===== config.mk =====
export PLATFORM = sky130hd
export DESIGN_NAME = mux_scan_sequencer
export DESIGN_NICKNAME = d
export VERILOG_FILES = /design/src/rtl/mux_scan_sequencer.sv
export SDC_FILE = /design/constraint.sdc
export NUM_CORES = 1
export LEC_CHECK = 0
export CAP_MARGIN = 20
export CORE_ASPECT_RATIO = 0.5
export CORE_MARGIN = 5
export CORE_UTILIZATION = 53
export DETAILED_ROUTE_END_ITERATION = 10
export PLACE_DENSITY = 0.85
export SYNTH_ARGS = -nofsm -noshare
export SYNTH_HDL_FRONTEND = slang
export SYNTH_SLANG_ARGS = --single-unit

===== constraint.sdc =====
create_clock -name clk -period 4 [get_ports clk]
set_input_delay 0.8 -clock clk [delete_from_list [all_inputs] [get_ports clk]]
set_output_delay 0.8 -clock clk [all_outputs]
set_load 0.05 [all_outputs]

===== src/rtl/mux_scan_sequencer.sv =====
// Scan sequencer for a 16:1 mux: steps the select over enabled channels, settles, captures, streams tagged samples.
// Optional SCAN_PARITY_EN adds smp_par, the XOR reduction of each captured word.
module mux_scan_sequencer #(
  parameter int unsigned WIDTH      = 16,
  parameter int unsigned SETTLE_CYC = 2
) (
  input  logic             clk,
  input  logic             rst,
  input  logic             start,
  input  logic             continuous,
  input  logic [15:0]      ch_mask,
  input  logic [WIDTH-1:0] mux_in,
  output logic [3:0]       sel,
  output logic [WIDTH-1:0] smp_data,
  output logic [3:0]       smp_ch,
  output logic             smp_valid,
  input  logic             smp_ready,
  output logic             busy,
  output logic             frame_done
`ifdef SCAN_PARITY_EN
  ,
  output logic             smp_par
`endif
);

  localparam int unsigned CH_W  = 4;
  localparam int unsigned N_CH  = 16;
  localparam int unsigned CNT_W = 4;

  typedef enum logic [1:0] {
    IDLE    = 2'd0,
    SETTLE  = 2'd1,
    CAPTURE = 2'd2,
    HOLD    = 2'd3
  } state_e;

  state_e            state_q, state_d;
  logic [CH_W-1:0]   sel_q, sel_d;
  logic [WIDTH-1:0]  data_q, data_d;
  logic [CH_W-1:0]   ch_q, ch_d;
  logic              valid_q, valid_d;
  logic              done_q, done_d;
  logic              busy_q, busy_d;
  logic [N_CH-1:0]   mask_q, mask_d;
  logic              cont_q, cont_d;
  logic [CNT_W-1:0]  cnt_q, cnt_d;
  logic [N_CH-1:0]   higher;
`ifdef SCAN_PARITY_EN
  logic              par_q, par_d;
`endif

  // Index of the lowest set bit; callers guarantee a nonzero mask.
  function automatic logic [CH_W-1:0] lowest_bit(input logic [N_CH-1:0] m);
    logic [CH_W-1:0] idx;
    idx = '0;
    for (int i = N_CH - 1; i >= 0; i--) begin
      if (m[i]) idx = CH_W'(i);
    end
    return idx;
  endfunction

  always_ff @(posedge clk) begin
    if (rst) begin
      state_q <= IDLE;
      sel_q   <= '0;
      data_q  <= '0;
      ch_q    <= '0;
      valid_q <= 1'b0;
      done_q  <= 1'b0;
      busy_q  <= 1'b0;
      mask_q  <= '0;
      cont_q  <= 1'b0;
      cnt_q   <= '0;
`ifdef SCAN_PARITY_EN
      par_q   <= 1'b0;
`endif
    end else begin
      state_q <= state_d;
      sel_q   <= sel_d;
      data_q  <= data_d;
      ch_q    <= ch_d;
      valid_q <= valid_d;
      done_q  <= done_d;
      busy_q  <= busy_d;
      mask_q  <= mask_d;
      cont_q  <= cont_d;
      cnt_q   <= cnt_d;
`ifdef SCAN_PARITY_EN
      par_q   <= par_d;
`endif
    end
  end

  always_comb begin
    state_d = state_q;
    sel_d   = sel_q;
    data_d  = data_q;
    ch_d    = ch_q;
    valid_d = valid_q;
    done_d  = 1'b0;
    mask_d  = mask_q;
    cont_d  = cont_q;
    cnt_d   = cnt_q;
`ifdef SCAN_PARITY_EN
    par_d   = par_q;
`endif
    // Enabled channels strictly above the current select (empty when sel is 15).
    higher  = mask_q & N_CH'({1'b1, {(N_CH - 1){1'b1}}, 1'b0} << sel_q);

    case (state_q)
      IDLE: begin
        if (start && (ch_mask != '0)) begin
          mask_d  = ch_mask;
          cont_d  = continuous;
          sel_d   = lowest_bit(ch_mask);
          cnt_d   = '0;
          state_d = SETTLE;
        end
      end
      SETTLE: begin
        cnt_d = cnt_q + CNT_W'(1);
        if (cnt_q == CNT_W'(SETTLE_CYC - 1)) state_d = CAPTURE;
      end
      CAPTURE: begin
        data_d  = mux_in;
        ch_d    = sel_q;
        valid_d = 1'b1;
`ifdef SCAN_PARITY_EN
        par_d   = ^mux_in;
`endif
        state_d = HOLD;
      end
      HOLD: begin
        if (valid_q && smp_ready) begin
          valid_d = 1'b0;
          if (higher != '0) begin
            sel_d   = lowest_bit(higher);
            cnt_d   = '0;
            state_d = SETTLE;
          end else begin
            done_d = 1'b1;
            if (cont_q) begin
              mask_d = ch_mask;
              if (ch_mask != '0) begin
                sel_d   = lowest_bit(ch_mask);
                cnt_d   = '0;
                state_d = SETTLE;
              end else begin
                state_d = IDLE;
              end
            end else begin
              state_d = IDLE;
            end
          end
        end
      end
      default: state_d = IDLE;
    endcase

    busy_d = (state_d != IDLE);
  end

  assign sel        = sel_q;
  assign smp_data   = data_q;
  assign smp_ch     = ch_q;
  assign smp_valid  = valid_q;
  assign busy       = busy_q;
  assign frame_done = done_q;
`ifdef SCAN_PARITY_EN
  assign smp_par    = par_q;
`endif

endmodule


---- Yosys cells after proc, flatten, opt, wreduce, memory -nomap -nowiden ----
Index checks and enable logic that the tools add are counted.
operators by class
  add/sub/neg operators ................... 1
  equal/unequal tests ..................... 10
  shifts and indexed selects .............. 1
  multiplexer cells ....................... 59
  bitwise gates (word level) .............. 3
  reduce and logical (&&, ||, !) cells .... 15
operator list
  kind                                                number
  two-way mux 4 bit                                   42
  two-way mux 16 bit                                  4
  one-hot mux 16 bit (2 select lines)                 1
  nonzero test 16 bit                                 2
  << shifter 17 x 4 -> 16 bit (first input constant)  1
  AND 16 bit                                          1
  AND reduction 5 bit                                 3
  one-hot mux 4 bit (3 select lines)                  1
  two-way mux 2 bit                                   5
  != test 2 bit (second input constant)               4
  one-hot mux 2 bit (4 select lines)                  1
  one-hot mux 4 bit (2 select lines)                  1
  != test 3 bit (second input constant)               2
  nonzero test 2 bit                                  3
  adder 4 x 1 -> 4 bit (second input constant)        1
  == test 2 bit (second input constant)               2
  == test 4 x 1 -> 1 bit (second input constant)      1
  AND reduction 2 bit                                 2
  two-way mux 1 bit                                   3
  nonzero test 3 bit                                  1
  OR reduction 3 bit                                  1
  == test 2 x 1 -> 1 bit (second input constant)      1
  logical AND 1 bit                                   2
  logical NOT 2 bit                                   1
  other kinds (2)                                     3
word-level totals
  flip-flop bits (word level) ............. 50
  input port bits ......................... 37
  output and inout bits ................... 27
  word-level logic and storage cells ...... 99

---- Logic depth before layout (Yosys ltp) ----
Gate-level depths: netlist of the first run.
  word-level depth ........................ 21
  mapped depth ............................ 9
  depth with buffers taken out ............ 6

---- Worst setup path after synthesis of the first run ----
OpenSTA, ideal clock, no wires.
  path kind ............................... in2reg
  from .................................... input ch_mask[8]
  to ...................................... register mask_q[5]
  library setup time ...................... 0.132 ns
  arrival ................................. 2.411 ns
  setup slack ............................. 1.456 ns
  stages on the path ...................... 7
  path through ............................ or4_1 o41ai_2 a22o_2 a21oi_1 clkbuf_1 nand3_1 a21oi_1
between the ends
  cells in the longest elaborated chain, start to end .. 4
RTL lines
  element                        line  source
  start, declared                11    input logic [15:0] ch_mask,
  nonzero test 16 bit            112   if (start && (ch_mask != '0)) begin
  logical AND 1 bit              112
  != test 2 bit (no line)        -
  AND reduction 5 bit (no line)  -
  end signal, assigned           85    mask_q <= mask_d;
  end, declared                  44    logic [N_CH-1:0] mask_q, mask_d;
No other way between the ends.
A chain may end at the register's enable or synchronous reset.

---- Worst setup path in the final report of the first run ----
  from .................................... register sel_q[1] (netlist: sel[1])
  to ...................................... register sel_q[0] (netlist: sel[0])
between the ends
  cells in the longest elaborated chain, start to end .. 21
  elaborated cells on any way between the ends .. 25
  classes of those cells .................. eq/ne: 2; shift: 1; mux: 19; bitwise: 1; reduce/logical: 2
RTL lines
  element                             line  source
  start, declared                     38    logic [CH_W-1:0] sel_q, sel_d;
  start signal, assigned              79    sel_q <= sel_d;
  << shifter 17 x 4 -> 16 bit (*)     108   higher = mask_q & N_CH'({1'b1, {(N_CH - 1){1'b1}}, 1'b0} << sel_q);
  AND 16 bit (*)                      108
  two-way mux 4 bit (16 in a row)     57    if (m[i]) idx = CH_W'(i);
  two-way mux 4 bit                   136   if (higher != '0) begin
  two-way mux 4 bit                   134   if (valid_q && smp_ready) begin
  one-hot mux 4 bit (2 select lines)  110   case (state_q)
Mark *: on every way between the ends. The rest lies on a longest branch, timed or not. The select of a mux whose other input is x is not followed.

==> flow_metrics.env, run 1 <==
export IMPL_status="finished, final reports clean"
export IMPL_io_pins=64
export IMPL_total_power_mw=1.17
export IMPL_start_kind="flip-flop"
export IMPL_grtUsageTotal_pct=22.3
export IMPL_syn_area_um2=2630
export IMPL_yosysWarnings=0
export IMPL_ctsResizeCount=0
export IMPL_nFillCells=406
export IMPL_routed_wl_um=7340
export IMPL_p_seq_share_pct=47.4
export IMPL_core_um2=4860
export IMPL_critical_path_max_fanout=19
export IMPL_combPwrFrac_pct=26.2
export IMPL_num_nets_final=426
export IMPL_final_setup_viol_count=0
export IMPL_fp_row_count=18
export IMPL_root_buffer="clkbuf_8"
export IMPL_grt_max_degree=31
export IMPL_place_inst=450
export IMPL_ir_worst_vdd_mv=0.207
export IMPL_netlist_instances=337
export IMPL_dp_hpwl_um=5560
export IMPL_grt_pass1_wl_um=11400
export IMPL_ctsLongestPathBuffers=2
export IMPL_ys_ff_latch=49
export IMPL_worstHoldPathType="reg2reg"
export IMPL_insertion_delay_ns=0.31
export IMPL_postRouteAntennaNets=0
export IMPL_synth_edf_count=0
export IMPL_cp_slowest_stage_delay_ns=0.77
export IMPL_slowest_stage="dfxtp_1"
export IMPL_cts_sinks=49
export IMPL_p_clk_share_pct=26.3
export IMPL_vias=2696
export IMPL_die_h_um=59.8
export IMPL_max_slew_margin_pct=34.3
export IMPL_maxCapViolations=0
export IMPL_placed_area_um2=3250
export IMPL_p_sw_share_pct=34.0
export IMPL_critPathKind="reg2reg"
export IMPL_tritoncts="done"
export IMPL_dr_pass1_iters=5
export IMPL_finalClockSkew_ns=0.0115
export IMPL_wl_met1_um=3120
export IMPL_end_kind="flip-flop"
export IMPL_drv_slew=0
export IMPL_top_layer="met4"
export IMPL_die_w_um=110
export IMPL_timing_final_crit_share_pct=74.2
export IMPL_stdcell_count=458
export IMPL_drc=0
export IMPL_tightestPinTransition_ns=0.985
export IMPL_async_reset_ff_share_pct=0
export IMPL_first_global_vias=2418
export IMPL_start_util_pct=54.0
export IMPL_rsz0062_at_grt="false"
export IMPL_critPathArrivalTime_ns=3.17
export IMPL_vias_per_cell=5.89
export IMPL_switching_power_mw=0.398
export IMPL_drive_above_1_share_pct=6.44
export IMPL_routed_wl_met3_um=537
export IMPL_cp_required_ns=4.21
export IMPL_cts_hold_buf=0
export IMPL_finalCriticalPeriod_ns=2.97
export IMPL_hold_viol=0
export IMPL_ys_seq_area_share_pct=37.4
export IMPL_wl_met2_um=3590
export IMPL_gp_congestion=0.928
export IMPL_cts_max_level=2
export IMPL_design_area_um2=3340
export IMPL_leakage_nw=1.10
export IMPL_overflow=0
export IMPL_antenna_found_initial=0
export IMPL_area_delta_synth_final_pct=27.2
export IMPL_die_area_um2=6550
export IMPL_fin_util_pct=68.7
export IMPL_synth_avg_cell_area_um2=7.79
export IMPL_p_int_mw=0.774
export IMPL_synth_flop_cell="dfxtp_1"
export IMPL_clkSlewWorstSetupHoldPaths_ns=0.10
export IMPL_synth_cell_types=64
export IMPL_drtIter0Drc=186
export IMPL_max_freq_ghz=0.337
export IMPL_wl_per_cell_um=16.0
export IMPL_postCtsSetupBuffers=0
export IMPL_path_cells="o21bai_1, a21boi_0, nor4_1, a21oi_1, o211a_1, o41ai_1"
export IMPL_portBuffers=63
export IMPL_cts_buffers=5
export IMPL_diodes=0
export IMPL_pwr_density_cell_nw_per_um2=351
export IMPL_setup_tns_ns=0
export IMPL_syn_num_nets=376
==> logic make-up (layout without fill, tap and decap cells) <==
| group | after synthesis | after routing | synth area share (%) |
|---|---|---|---|
| mux | 2 | 2 | 0.762 |
| compound gates | 119 | 119 | 30.1 |
| buf+inv | 29 | 80 | 5.34 |
| flops | 49 | 49 | 37.4 |
| simple gates | 136 | 136 | 25.5 |
| fa+ha+maj | 2 | 2 | 0.953 |
==> flip-flops by register name (all words and copies together), names as in the netlist <==
register,cells
busy,1
cnt_q,4
smp_valid,1
sel,4
mask_q,15
cont_q,1
state_q,2
smp_ch,4
frame_done,1
smp_data,16
==> stage by stage <==
stage | setup slack, ns | hold slack [ns]
2_1_floorplan | 1.46 | 0.452
3_3_place_gp | 0.841 | 0.441
3_5_place_dp | 0.792 | 0.445
4_1_cts | 1.07 | 0.460
5_1_grt | 0.842 | 0.479
6_report | 1.03 | 0.458
==> synth_stat cells, types with 4 or more instances <==
cell type	instances	area share, %
nand2_1	57	8.1
a21oi_1	52	9.9
dfxtp_1	49	37
nor2_1	21	3.0
o21ai_0	20	3.8
nand3_1	19	3.6
clkbuf_1	13	1.9
inv_1	7	1.0
nand2b_1	7	1.7
nor3_1	6	1.1
a311oi_1	4	1.3
o22ai_1	4	0.95
==> power by group through the flow <==
stage	registers, mW	clock network (mW)	logic (mW)
after floorplan	0.573	0	0.194
after CTS	0.554	0.311	0.304
after detailed placement	0.565	0	0.303
final	0.555	0.309	0.308
after global routing	0.559	0.336	0.331
after global placement	0.563	0	0.293
==> layout make-up <==
| type | instances | area [µm²] | share of cell area [%] |
|---|---|---|---|
| clock inverter | 3 | 26.3 | 0.787 |
| inverter | 7 | 26.3 | 0.787 |
| tap | 70 | 87.6 | 2.62 |
| multi-input combinational | 259 | 1510 | 45.1 |
| sequential | 49 | 981 | 29.4 |
| timing repair buffer | 65 | 646 | 19.3 |
| clock buffer | 5 | 68.8 | 2.06 |
==> worst paths after layout <==
path                                start  slack (ns)   endpoint  cells after the start
worst min-delay path            smp_ch[2]        0.46  smp_ch[2]                      2
worst max-delay path               sel[1]        1.03     sel[0]                      6
worst max register to register     sel[1]        1.03     sel[0]                      6
worst min register to register  smp_ch[2]        0.46  smp_ch[2]                      2
==> critical path, delay by kind of cell (launching register included) <==
family          cells  cell delay [ns]
simple gates        1             0.69
flops               1             0.77
compound gates      5             1.41
==> cells in the final DEF (no fill, tap or decap), types with 2 or more instances in the layout <==
master and instances:
clkdlybuf4s50_1 63, a21oi_1 52, buf_4 2, inv_1 7, nand2b_1 7, o32ai_1 2
o21ai_0 20, a211oi_1 2, o22a_1 2, nand2_1 57, a311oi_1 4, or4_4 3
ha_1 2, o21bai_1 3, dfxtp_1 49, a21boi_0 2, nor2b_1 3, o221ai_1 2
a31oi_1 3, nand3_1 19, clkbuf_8 5, clkinvlp_4 2, a41oi_1 2, nand3b_1 3
o22ai_1 4, nor3_1 6, or4_1 3, nand4_1 2, mux2i_1 2, nor2_1 21
==> metal layers <==
metal / global-route usage [%] / up-vias
met3: 6.04 / 10
met5: 0 / -
met4: 6.39 / 0
met2: 39.2 / 98
met1: 27.1 / 1256
li1: - / 1332
Power figures use the tool's default switching activity.
==> inputs of run 2 (changes only) <==
--- a/config.mk
+++ b/config.mk
@@ -8,9 +8,9 @@
 export CAP_MARGIN = 20
 export CORE_ASPECT_RATIO = 0.5
 export CORE_MARGIN = 5
-export CORE_UTILIZATION = 53
+export CORE_UTILIZATION = 45
 export DETAILED_ROUTE_END_ITERATION = 10
-export PLACE_DENSITY = 0.85
+export PLACE_DENSITY = 0.77
 export SYNTH_ARGS = -nofsm -noshare
 export SYNTH_HDL_FRONTEND = slang
 export SYNTH_SLANG_ARGS = --single-unit
==> constraint.sdc (replaced) <==
create_clock -name clk -period 2.6 [get_ports clk]
set_input_delay 0.52 -clock clk [delete_from_list [all_inputs] [get_ports clk]]
set_output_delay 0.52 -clock clk [all_outputs]
set_load 0.05 [all_outputs]
==> run 2 against run 1 <==
Cell count is 7.2% higher. Count of clock-buffer cells in the layout up 1. Clock skew down 0.0061 ns. First-iteration DRC count is 7.5% higher. Critical path type is now in2reg.
==> flow_metrics.env, run 2 (synthesis results as in run 1) <==
export IMPL_status="finished, final reports clean"
export IMPL_timing_final_crit_share_pct=96.5
export IMPL_regArea_um2=983
export IMPL_die_w_um=118
export IMPL_most_common_layout_cells="clkdlybuf4s50_1 (63), nand2_1 (57), a21oi_1 (51), dfxtp_1 (47), buf_4 (32)"
export IMPL_finalCriticalPeriod_ns=2.51
export IMPL_drv_slew=0
export IMPL_cp_required_ns=2.79
export IMPL_diodes=0
export IMPL_core_um2=5560
export IMPL_grt_max_degree=32
export IMPL_setup_slack_ns=0.0908
export IMPL_cp_slowest_stage_delay_ns=0.66
export IMPL_drc=0
export IMPL_fp_row_count=19
export IMPL_leakage_nw=1.30
export IMPL_critPathTopFamily="compound AO/OA/AOI/OAI gates"
export IMPL_setup_tns_ns=0
export IMPL_rsz0062_at_grt="true"
export IMPL_start_util_pct=47.2
export IMPL_grtUsageTotal_pct=20.5
export IMPL_vias_per_cell=5.87
export IMPL_path_depth=6
export IMPL_place_inst=483
export IMPL_worstHoldPathType="reg2reg"
export IMPL_dr_pass1_iters=5
export IMPL_final_common_cell="clkdlybuf4s50_1"
export IMPL_tightestPinTransition_ns=0.720
export IMPL_area_delta_synth_final_pct=39.1
export IMPL_max_freq_ghz=0.399
export IMPL_max_slew_margin_pct=52.0
export IMPL_portBuffers=63
export IMPL_die_area_um2=7560
export IMPL_nFillCells=492
export IMPL_critPathKind="in2reg"
export IMPL_pwr_density_cell_nw_per_um2=566
export IMPL_postRouteAntennaNets=0
export IMPL_dp_hpwl_um=5980
export IMPL_antenna_found_initial=0
export IMPL_slowest_stage="or4_1"
export IMPL_hold_viol=0
export IMPL_end_kind="flip-flop"
export IMPL_critical_path_max_fanout=5
export IMPL_cts_sinks=49
export IMPL_root_buffer="clkbuf_16"
export IMPL_largest_reg_flops=16
export IMPL_drive_above_1_share_pct=13.9
export IMPL_vias=2884
export IMPL_gp_congestion=0.946
export IMPL_tritoncts="done"
export IMPL_routed_wl_um=7980
export IMPL_num_nets_final=456
export IMPL_first_global_vias=2726
export IMPL_worst_path_buf_inv=1
export IMPL_dp_slack_ns=-0.234
export IMPL_ff2ff_path_depth=7
export IMPL_stdcell_count=491
export IMPL_final_setup_viol_count=0
export IMPL_start_kind="primary input"
export IMPL_cts_hold_buf=0
export IMPL_ir_worst_vdd_mv=0.385
export IMPL_cts_max_level=2
export IMPL_grt_pass1_wl_um=13000
export IMPL_finalClockSkew_ns=0.00537
export IMPL_maxCapViolations=0
export IMPL_insertion_delay_ns=0.29
export IMPL_path_cells="clkdlybuf4s50_1, or4_1, o41ai_4, nand2_2, o32a_4, a311oi_1"
export IMPL_overflow=0
export IMPL_multiInputGateArea_um2=1530
export IMPL_wl_per_cell_um=16.3
export IMPL_holdPathStages=2
export IMPL_die_h_um=64.0
export IMPL_drtIter0Drc=200
export IMPL_clkSlewWorstSetupHoldPaths_ns=0.07
export IMPL_critPathArrivalTime_ns=2.70
export IMPL_cts_buffers=5
export IMPL_ctsLongestPathBuffers=2
export IMPL_io_pins=64
-- run 2: final cells by class --
cell class	count	area share, %
flip-flops and latches	49	26.9
multi-input cells	259	41.8
well taps	73	2.50
clock buffers	6	3.80
repair buffers	95	23.8
clock inverters	2	0.445
inverters	7	0.719
-- run 2: final timing paths --
kind | from | endpoint | slack (ns)
max | ch_mask[8] | sel[2] | 0.09
min | smp_data[14] | smp_data[14] | 0.45
max reg2reg | sel[3] | mask_q[15] | 0.15
min reg2reg | smp_data[14] | smp_data[14] | 0.45
-- run 2: per-stage QoR --
step                      total power, mW  util, %  hold WS [ns]  cell area [µm²]
final                                2.07     65.7         0.454             3650
after global routing                 2.16     65.7         0.466             3650
after CTS                            2.06     65.2         0.455             3630
after detailed placement             1.39     62.5         0.446             3470
after global placement               1.37     62.5         0.441             3470
after floorplan                      1.18        -         0.452             2630
-- run 2: layer usage --
| metal | global-route usage, % | vias up | part of all wire (%) | wire length (µm) |
|---|---|---|---|---|
| li1 | - | 1388 | - | - |
| met1 | 24.5 | 1363 | 41 | 3300 |
| met2 | 35.6 | 113 | 49 | 3950 |
| met3 | 5.02 | 20 | 6.7 | 531 |
| met4 | 8.58 | 0 | 2.5 | 200 |
| met5 | 0 | - | 0 | 0 |
-- run 2: repair_timing --
item,4_1_cts,5_1_grt
setup buffers,0,0
setup endpoints to repair,0,17
gates resized for setup,0,5
-- run 2: tightest hold or removal path, cell delays in order, from the launching register on --
cell and delay, ns:
dfxtp_1 0.31, nand2_1 0.05, a21oi_1 0.05
-- run 2: power breakdown --
| group | switching, mW | internal (mW) |
|---|---|---|
| clock | 0.286 | 0.386 |
| sequential | 0.0599 | 0.794 |
| combinational | 0.295 | 0.246 |
| total | 0.641 | 1.43 |
